## config.mk

```make
export PLATFORM = sky130hd
export DESIGN_NAME = range_scanner
export DESIGN_NICKNAME = d
export VERILOG_FILES = /design/src/rtl/range_scanner.sv
export SDC_FILE = /design/constraint.sdc
export NUM_CORES = 1
export LEC_CHECK = 0
export ABC_AREA = 1
export CORE_MARGIN = 3
export CORE_UTILIZATION = 58
export CTS_BUF_LIST = sky130_fd_sc_hd__clkbuf_16
export CTS_CLUSTER_SIZE = 10
export DETAILED_ROUTE_END_ITERATION = 8
export HOLD_SLACK_MARGIN = 0.02
export PLACE_DENSITY = 0.78
export SYNTH_ARGS = -nofsm -noshare
export SYNTH_HDL_FRONTEND = slang
export SYNTH_SLANG_ARGS = --single-unit
```

## constraint.sdc

```tcl
create_clock -name clk -period 9.7 [get_ports clk]
set_clock_uncertainty 0.05 [all_clocks]
set_input_delay 1.455 -clock clk [delete_from_list [all_inputs] [get_ports clk]]
set_output_delay 1.455 -clock clk [all_outputs]
set_load 0.005 [all_outputs]
```

## src/rtl/range_scanner.sv

```systemverilog
// range_scanner: round-robin ultrasonic ranging over NUM_CH sensors.
// Each channel gets one slot: trigger pulse, wait for echo, time the echo
// in microseconds, then hold off until the slot ends. Results are kept per
// channel and one of them is shown on a bargraph.
module range_scanner #(
   parameter int unsigned CLK_HZ        = 40000000,
   parameter int unsigned NUM_CH        = 4,
   parameter int unsigned W             = 16,
   parameter int unsigned SLOT_US       = 60000,
   parameter int unsigned TRIG_US       = 10,
   parameter int unsigned NUM_LEDS      = 8,
   parameter int unsigned FULL_SCALE_US = 3552,
   localparam int unsigned CW = (NUM_CH > 1) ? $clog2(NUM_CH) : 1
) (
   input  logic                clk,
   input  logic                reset_n,
   input  logic [NUM_CH-1:0]   echo,
   output logic [NUM_CH-1:0]   trig,
   input  logic [CW-1:0]       led_sel,
   output logic [NUM_LEDS-1:0] led,
   output logic [W-1:0]        dist_us,
   output logic [CW-1:0]       dist_ch,
   output logic                dist_valid,
   output logic                dist_timeout
);

   localparam int unsigned DIV = CLK_HZ / 1000000;
   localparam int unsigned PW  = $clog2(DIV);
   localparam int unsigned SW  = $clog2(SLOT_US + 1);

   typedef enum logic [1:0] {S_TRIG, S_WAIT_RISE, S_MEASURE, S_HOLDOFF} state_t;

   state_t            state;
   logic [CW-1:0]     ch;
   logic [CW-1:0]     ch_next;
   logic [NUM_CH-1:0] ch_oh;
   logic [NUM_CH-1:0] next_oh;
   logic [SW-1:0]     slot_cnt;
   logic [W-1:0]      echo_cnt;
   logic [W-1:0]      result [NUM_CH];
   logic [PW-1:0]     pre_cnt;
   logic              us_tick;
   logic [NUM_CH-1:0] echo_m;
   logic [NUM_CH-1:0] echo_s;
   logic              echo_act;
   logic              slot_end;
   logic              trig_done;
   logic              rep_en;
   logic [W-1:0]      rep_val;
   logic              rep_to;
   logic [W-1:0]      sel_res;

   // Microsecond prescaler: one-cycle us_tick every DIV clocks
   always_ff @(posedge clk) begin
      if (!reset_n)
         pre_cnt <= '0;
      else if (pre_cnt == PW'(DIV - 1))
         pre_cnt <= '0;
      else
         pre_cnt <= pre_cnt + 1'b1;
   end

   assign us_tick = (pre_cnt == PW'(DIV - 1));

   // Two-flop synchroniser for the asynchronous echo lines
   always_ff @(posedge clk) begin
      if (!reset_n) begin
         echo_m <= '0;
         echo_s <= '0;
      end else begin
         echo_m <= echo;
         echo_s <= echo_m;
      end
   end

   // Select the synchronised echo of the channel currently being serviced
   always_comb begin
      echo_act = 1'b0;
      for (int unsigned c = 0; c < NUM_CH; c++)
         if (ch == CW'(c)) echo_act = echo_s[c];
   end

   assign slot_end  = us_tick && (slot_cnt == SW'(SLOT_US - 1));
   assign trig_done = us_tick && (slot_cnt == SW'(TRIG_US - 1));
   assign ch_next   = (ch == CW'(NUM_CH - 1)) ? '0 : ch + 1'b1;
   assign ch_oh     = NUM_CH'(1) << ch;
   assign next_oh   = NUM_CH'(1) << ch_next;

   // Report decision: slot end beats an echo rise, an echo fall beats slot end
   always_comb begin
      rep_en  = 1'b0;
      rep_val = '0;
      rep_to  = 1'b0;
      case (state)
         S_WAIT_RISE: if (slot_end) begin
            rep_en  = 1'b1;
            rep_val = '1;
            rep_to  = 1'b1;
         end
         S_MEASURE: if (!echo_act) begin
            rep_en  = 1'b1;
            rep_val = echo_cnt;
         end else if (slot_end) begin
            rep_en  = 1'b1;
            rep_val = '1;
            rep_to  = 1'b1;
         end
         default: ;
      endcase
   end

   // Slot FSM with registered trigger, report outputs and per-channel results
   always_ff @(posedge clk) begin
      if (!reset_n) begin
         state        <= S_TRIG;
         ch           <= '0;
         slot_cnt     <= '0;
         echo_cnt     <= '0;
         trig         <= '0;
         dist_valid   <= 1'b0;
         dist_us      <= '0;
         dist_ch      <= '0;
         dist_timeout <= 1'b0;
         for (int unsigned c = 0; c < NUM_CH; c++) result[c] <= '0;
      end else begin
         dist_valid <= 1'b0;
         if (us_tick) slot_cnt <= slot_end ? '0 : slot_cnt + 1'b1;

         case (state)
            S_TRIG: begin
               if (trig_done) begin
                  trig  <= '0;
                  state <= S_WAIT_RISE;
               end else begin
                  trig <= ch_oh;
               end
            end
            S_WAIT_RISE: begin
               if (slot_end) begin
                  state <= S_TRIG;
                  ch    <= ch_next;
                  trig  <= next_oh;
               end else if (echo_act) begin
                  state    <= S_MEASURE;
                  echo_cnt <= '0;
               end
            end
            S_MEASURE: begin
               if (slot_end) begin
                  state <= S_TRIG;
                  ch    <= ch_next;
                  trig  <= next_oh;
               end else if (!echo_act) begin
                  state <= S_HOLDOFF;
               end else if (us_tick && (echo_cnt != '1)) begin
                  echo_cnt <= echo_cnt + 1'b1;
               end
            end
            S_HOLDOFF: begin
               if (slot_end) begin
                  state <= S_TRIG;
                  ch    <= ch_next;
                  trig  <= next_oh;
               end
            end
            default: state <= S_TRIG;
         endcase

         if (rep_en) begin
            dist_valid   <= 1'b1;
            dist_us      <= rep_val;
            dist_ch      <= ch;
            dist_timeout <= rep_to;
            for (int unsigned c = 0; c < NUM_CH; c++)
               if (ch == CW'(c)) result[c] <= rep_val;
         end
      end
   end

   // Bargraph of the selected channel's result; out-of-range selection is dark
   always_comb begin
      sel_res = '0;
      for (int unsigned c = 0; c < NUM_CH; c++)
         if (led_sel == CW'(c)) sel_res = result[c];
      for (int unsigned i = 0; i < NUM_LEDS; i++)
         led[i] = (32'(sel_res) > (i * FULL_SCALE_US) / NUM_LEDS);
   end

endmodule

```

==> results of run 1 <==
## per-stage QoR
step	total power [mW]	area [um^2]	util, %
2_1_floorplan	0.699	7340	-
3_3_place_gp	0.727	7790	63.8
3_5_place_dp	0.726	7790	63.8
4_1_cts	1.33	8350	68.4
5_1_grt	1.37	8350	68.4
6_report	1.33	8350	68.4
## kinds of logic (layout without fill, tap and decap cells)
group | after synthesis | in the layout | synth area share (%)
adders and majority gates | 14 | 14 | 2.39
AOI/OAI and AO/OA | 83 | 83 | 6.10
buffers and inverters | 109 | 149 | 6.27
DFF | 138 | 138 | 46.4
and+or+nand+nor | 638 | 638 | 37.6
xor gates and xnor gates | 11 | 11 | 1.31
## per-layer routing
metal / vias up / track usage (%) / share of wire [%]
li1: 3303 / - / -
met1: 3044 / 33.8 / 44
met2: 237 / 43.9 / 48
met3: 46 / 5.84 / 5.3
met4: 0 / 11.4 / 2.9
met5: - / 0 / 0
## Yosys cell counts (2+ instances only)
cell type    n
nand2_1    234
nor2_1     228
dfxtp_1     74
nand3_1     74
inv_1       69
edfxtp_1    64
nand4_1     45
o21ai_0     38
a21oi_1     36
clkbuf_1    15
nor3_1      15
ha_1        14
nor2_2      14
buf_2       11
nand2_2     10
xor2_1       9
inv_2        5
or2_2        5
nand3_2      4
a211oi_1     3
buf_1        3
buf_4        3
nor3b_1      3
buf_6        2
nand3b_1     2
o211ai_1     2
xnor2_1      2
## registers in the layout (all words and copies together), names as in the netlist
signal	flops
dist_ch	2
echo_s	4
dist_valid	1
slot_cnt	16
state	2
trig	4
dist_us	16
result	64
dist_timeout	1
ch	2
pre_cnt	6
echo_m	4
echo_cnt	16
## report_power, final
part / internal (mW) / switching [mW] / total, mW
registers: 0.624 / 0.00702 / 0.632
clock network: 0.372 / 0.240 / 0.612
logic: 0.0250 / 0.0594 / 0.0844
## final cells by class
cell class	count	area share, %
multi-input cells	746	41.6
clock inverters	14	1.60
flip-flops and latches	138	40.8
well taps	168	2.52
clock buffers	17	5.10
repair buffers	44	5.07
inverters	74	3.33
## worst reg2reg max path, delay by kind of cell, from the launching register on
family | cells | cell delay [ns]
and+or+nand+nor | 7 | 2.32
buffers and inverters | 2 | 0.27
adders and majority gates | 1 | 0.27
DFF | 1 | 0.37
AOI/OAI and AO/OA | 1 | 0.18
## final timing paths
path / cells after the start / start / slack, ns / endpoint
min: 2 / echo_m[3]$_SDFF_PN0_ / 0.36 / echo_s[3]$_SDFF_PN0_
max reg2reg: 11 / ch[0]$_SDFFE_PN0P_ / 6.15 / echo_cnt[7]$_SDFFE_PN0P_
max: 11 / led_sel[0] / 3.48 / led[6]
min reg2reg: 2 / echo_m[3]$_SDFF_PN0_ / 0.36 / echo_s[3]$_SDFF_PN0_
## layout by cell type (no fill, tap or decap), types with 3 or more instances in the layout
| master | instances |
|---|---|
| dfxtp_1 | 74 |
| or2_2 | 5 |
| nand2_2 | 10 |
| nand3_2 | 4 |
| inv_1 | 70 |
| clkbuf_16 | 17 |
| nand4_1 | 45 |
| nor2_1 | 228 |
| clkinvlp_4 | 5 |
| nor3b_1 | 3 |
| ha_1 | 14 |
| o21ai_0 | 36 |
| nand2_1 | 234 |
| nor3_1 | 15 |
| inv_2 | 5 |
| clkinv_2 | 4 |
| xor2_1 | 9 |
| a211oi_1 | 3 |
| a21oi_1 | 36 |
| clkdlybuf4s50_1 | 38 |
| buf_4 | 5 |
| nand3_1 | 74 |
| edfxtp_1 | 64 |
| nor2_2 | 14 |
==> metrics.yaml, run 1 <==
dp_hpwl_um: 12800
synthesis.area_um2: 7340
setup_tns_ns: 0
synth_cell_types: 36
post-route-period-util_pct: 64.1
dp.cells: 1170
tightest_slew_ns: 0.965
grt_overflow: 0
yosysWarnings: 0
fmax_mhz: 161
seq_area_um2: 3400
slowest_delay_ns: 0.88
antenna_cells: 0
drc: 0
drv_slew: 0
cp.arrival_ns: 4.71
clk_pin_slew_worst_paths_ns: 0.06
drt-wirelength-per-cell_um: 15.0
synthTopCellsByArea: "edfxtp_1, dfxtp_1, nand2_1"
via_count: 6630
clock_latency_ns: 0.42
drt-initial-drc-count: 712
yosys.area.top_type: "edfxtp_1"
path_max_fanout: 19
antenna_left: 0
cts_resized: 0
portBuffers: 39
stdcell_count: 1201
ioPinCount: 40
async_flop_share_pct: 0
clockBufferDepth: 2
fill_cells: 1034
grt_max_degree: 47
syn_nets: 1015
wl_um: 18100
row_count: 40
cts_setup_buffers: 0
ys.flop_type: "dfxtp_1"
gp_congestion: 0.938
multiInputGateArea_um2: 3480
outcome: "completed"
slew_headroom_pct: 35.4
track_usage_pct: 26.6
fp.dieH_um: 118
clock_sinks: 138
ir_drop_uv: 128
grt_pass1_wl_um: 30100
p_leak_nw: 3.10
crit_required_ns: 8.20
hold_path.class: "register to register"
firstDrtPassIters: 5
nNetsFinal: 1043
finalHoldViolCount: 0
area_growth_pct: 13.8
cts_hold_buf: 0
initial_utilization_pct: 60.1
die_w_um: 118
rsz0062_at_grt: "false"
crit_path_top_delay_cell: "nor2_1"
viasPerCell: 5.52
worstSetupStartpointType: "input port"
antenna_found_initial: 0
core_area_um2: 12200
worst_slack_ns: 3.48
cts_tree: "yes"
syn_inst: 993
drive_above_1_share_pct: 7.26
crit_type: "input port to primary output"
h-tree-depth: 4
fp.dieArea_um2: 14000
syn_avg_cell_area_um2: 7.39
synth_top_area_share_pct: 26.2
dp_slack_ns: 3.56
synth_edf_count: 64
setup_viol: 0
grt_pass1_vias: 6291
fin_crit_ns: 6.22
cpLargestDelayFamily: "simple AND/OR/NAND/NOR gates"
cap_violations: 0
root_buffer: "clkbuf_16"
path_buf_inv: 2
whs_ns: 0.357
p_per_area_nw_per_um2: 159
synth_seq_cells: 138
cts_made_buffers: 17
endpoint_kind: "primary output"
crit_chain: "clkdlybuf4s50_1 -> nor2_1 -> nand2_1 -> nand3_1 -> o21ai_0 -> nor2_1 -> nand2_1 -> nor2_1 -> nand2_1 -> a21oi_1 -> clkdlybuf4s50_1"
synth_seq_area_share_pct: 46.4
(Power assumes the default switching activity.)
==> run 2, diff against run 1 <==
==> constraint.sdc (replaced) <==
create_clock -name clk -period 6.3 [get_ports clk]
set_clock_uncertainty 0.05 [all_clocks]
set_input_delay 0.945 -clock clk [delete_from_list [all_inputs] [get_ports clk]]
set_output_delay 0.945 -clock clk [all_outputs]
set_load 0.005 [all_outputs]
==> metrics.yaml, run 2 (synthesized netlist as in run 1, its figures left out) <==
p_clk_share_pct: 48.2  # +2.1 points
nNetsFinal: 1044  # +0.096%
grt_pass1_vias: 6574  # +4.5%
r2r_cells: 11  # unchanged
fp.dieH_um: 118  # unchanged
hold_path.class: "register to register"
slew_headroom_pct: 39.7  # +4.2 points
fill_cells: 1088  # +5.2%
track_usage_pct: 27.7  # +1.1 points
crit_required_ns: 5.30  # -2.90 ns
grt_pass1_wl_um: 31500  # +4.8%
fp.dieArea_um2: 14000  # unchanged
clockBufferDepth: 2  # unchanged
h-tree-depth: 4  # unchanged
clk_pin_slew_worst_paths_ns: 0.05  # about the same
cp_num_cells: 12  # +1
mostFrequentLayoutCell: "nand2_1"
die_w_um: 118  # unchanged
reg2reg_to: "echo_cnt[6]$_SDFFE_PN0P_"
core_area_um2: 12200  # unchanged
firstDrtPassIters: 5  # unchanged
intPower_mw: 1.65  # +62%
path_buf_inv: 3  # +1
dp.cells: 1171  # +0.085%
antenna_left: 0  # unchanged
endpoint_kind: "primary output"
tightest_slew_ns: 0.902  # -0.0634 ns
p_leak_nw: 3.14  # +1.1%
drt-initial-drc-count: 619  # -13%
antenna_found_initial: 0  # unchanged
root_buffer: "clkbuf_16"
ir_drop_uv: 216  # +69%
worstSetupEndpoint: "led[6]"
crit_chain: "clkdlybuf4s50_1 -> nor2_1 -> buf_4 -> nand2_1 -> nand3_1 -> o21ai_0 -> nor2_1 -> nand2_1 -> nor2_1 -> nand2_1 -> a21oi_1 -> clkdlybuf4s50_1"
fin_crit_ns: 5.10
cts_setup_buffers: 0  # unchanged
fmax_mhz: 196
gp_congestion: 0.942  # +0.49%
largest_register: "result"
reg2reg_from: "ch[0]$_SDFFE_PN0P_"
setup_tns_ns: 0  # unchanged
clock_latency_ns: 0.42  # about the same
row_count: 40  # unchanged
crit_path_top_delay_cell: "clkdlybuf4s50_1"
cts_hold_buf: 0  # unchanged
drt-wirelength-per-cell_um: 15.4  # +2.8%
startpoint: "led_sel[1]"
cts_resized: 0  # unchanged
final_cell_mix: "nand2_1, nor2_1, nand3_1, dfxtp_1, inv_1"
cp.arrival_ns: 4.10  # -0.61 ns
grt_overflow: 0  # unchanged
seq_power_share_pct: 45.6  # -2.0 points
initial_utilization_pct: 60.1  # unchanged
worstHoldStart: "echo_m[0]$_SDFF_PN0_"
grt_max_degree: 47  # unchanged
swShare_pct: 22.4  # -0.69 points
cpLargestDelayFamily: "buffers and inverters"
post-route-period-util_pct: 80.9
finalHoldViolCount: 0  # unchanged
comb_power_share_pct: 6.2  # -0.2 points
drc: 0  # unchanged
outcome: "completed"
slowest_delay_ns: 0.73  # -0.15 ns
via_count: 6675  # +0.68%
drive_above_1_share_pct: 7.15  # -0.11 points
stdcell_count: 1203  # +0.17%
cts_tree: "yes"
path_max_fanout: 19  # unchanged
largest_reg_flops: 64  # unchanged
antenna_cells: 0  # unchanged
cts_made_buffers: 17  # unchanged
cap_violations: 0  # unchanged
netSwitchingPower_uw: 478  # +56%
area_growth_pct: 14.5
timing.reg2reg.setup_slack_ns: 2.78  # -3.37 ns
crit_type: "input port to primary output"
rsz0062_at_grt: "false"
clock_sinks: 138  # unchanged
ioPinCount: 40  # unchanged
portBuffers: 39  # unchanged
worstSetupStartpointType: "input port"
drv_slew: 0  # unchanged
dp_hpwl_um: 13000  # +1.1%
setup_viol: 0  # unchanged
wl_um: 18600  # +2.9%
p_per_area_nw_per_um2: 254  # +60%
viasPerCell: 5.55  # +0.51%
run 2: changes by cell type in the layout (fill, tap and decap cells not counted), sizes merged:
cell,before,now
clkinv,6,7
buf,6,7
bufinv,2,4
clkinvlp,5,2
inv,75,76
run 2: area by class of cell:
class / instances / area [um^2] / share of cell area, %
timing repair buffer: 45 / 430 / 5.12
sequential: 138 / 3400 / 40.5
tap: 168 / 210 / 2.50
clock inverter: 15 / 181 / 2.16
multi-input combinational: 746 / 3480 / 41.4
inverter: 74 / 278 / 3.31
clock buffer: 17 / 425 / 5.06
run 2: power by group through the flow:
stage | Clock [mW] | Combinational [mW] | Sequential [mW]
floorplan | 0 | 0.0901 | 0.986
CTS | 1.04 | 0.130 | 0.972
global placement | 0 | 0.130 | 0.991
finish | 1.03 | 0.131 | 0.973
global route | 1.08 | 0.149 | 0.975
detailed placement | 0 | 0.129 | 0.991
run 2: per-stage QoR:
step | setup WS, ns | power [mW] | util, % | instance area (um^2) | hold WS, ns
2_1_floorplan | 2.99 | 1.08 | - | 7340 | 0.340
3_3_place_gp | 1.33 | 1.12 | 63.9 | 7800 | 0.341
3_5_place_dp | 1.27 | 1.12 | 63.9 | 7800 | 0.358
4_1_cts | 1.26 | 2.14 | 68.8 | 8400 | 0.372
5_1_grt | 0.921 | 2.20 | 68.8 | 8400 | 0.395
6_report | 1.20 | 2.13 | 68.8 | 8400 | 0.365
run 2: tightest hold or removal path, stage by stage (launching register included):
cell and delay, ns:
dfxtp_1 0.30, nand2_1 0.05, inv_1 0.04
run 2: metal layers:
layer | up-vias | wire length, um | track usage [%]
li1 | 3318 | - | -
met1 | 3067 | 7940 | 34.9
met2 | 243 | 9010 | 45.9
met3 | 47 | 1100 | 5.69
met4 | 0 | 541 | 12.8
met5 | - | 0 | 0
run 2: how the worst min path moves through the flow:
stage                      endpoint  slack [ns]  depth (start not counted)
2_1_floorplan  echo_s[0]$_SDFF_PN0_        0.34                          2
3_5_place_dp   echo_s[3]$_SDFF_PN0_        0.36                          2
5_1_grt        echo_s[3]$_SDFF_PN0_        0.39                          2
3_3_place_gp   echo_s[0]$_SDFF_PN0_        0.34                          2
4_1_cts        echo_s[0]$_SDFF_PN0_        0.37                          2
6_report       echo_s[0]$_SDFF_PN0_        0.37                          2
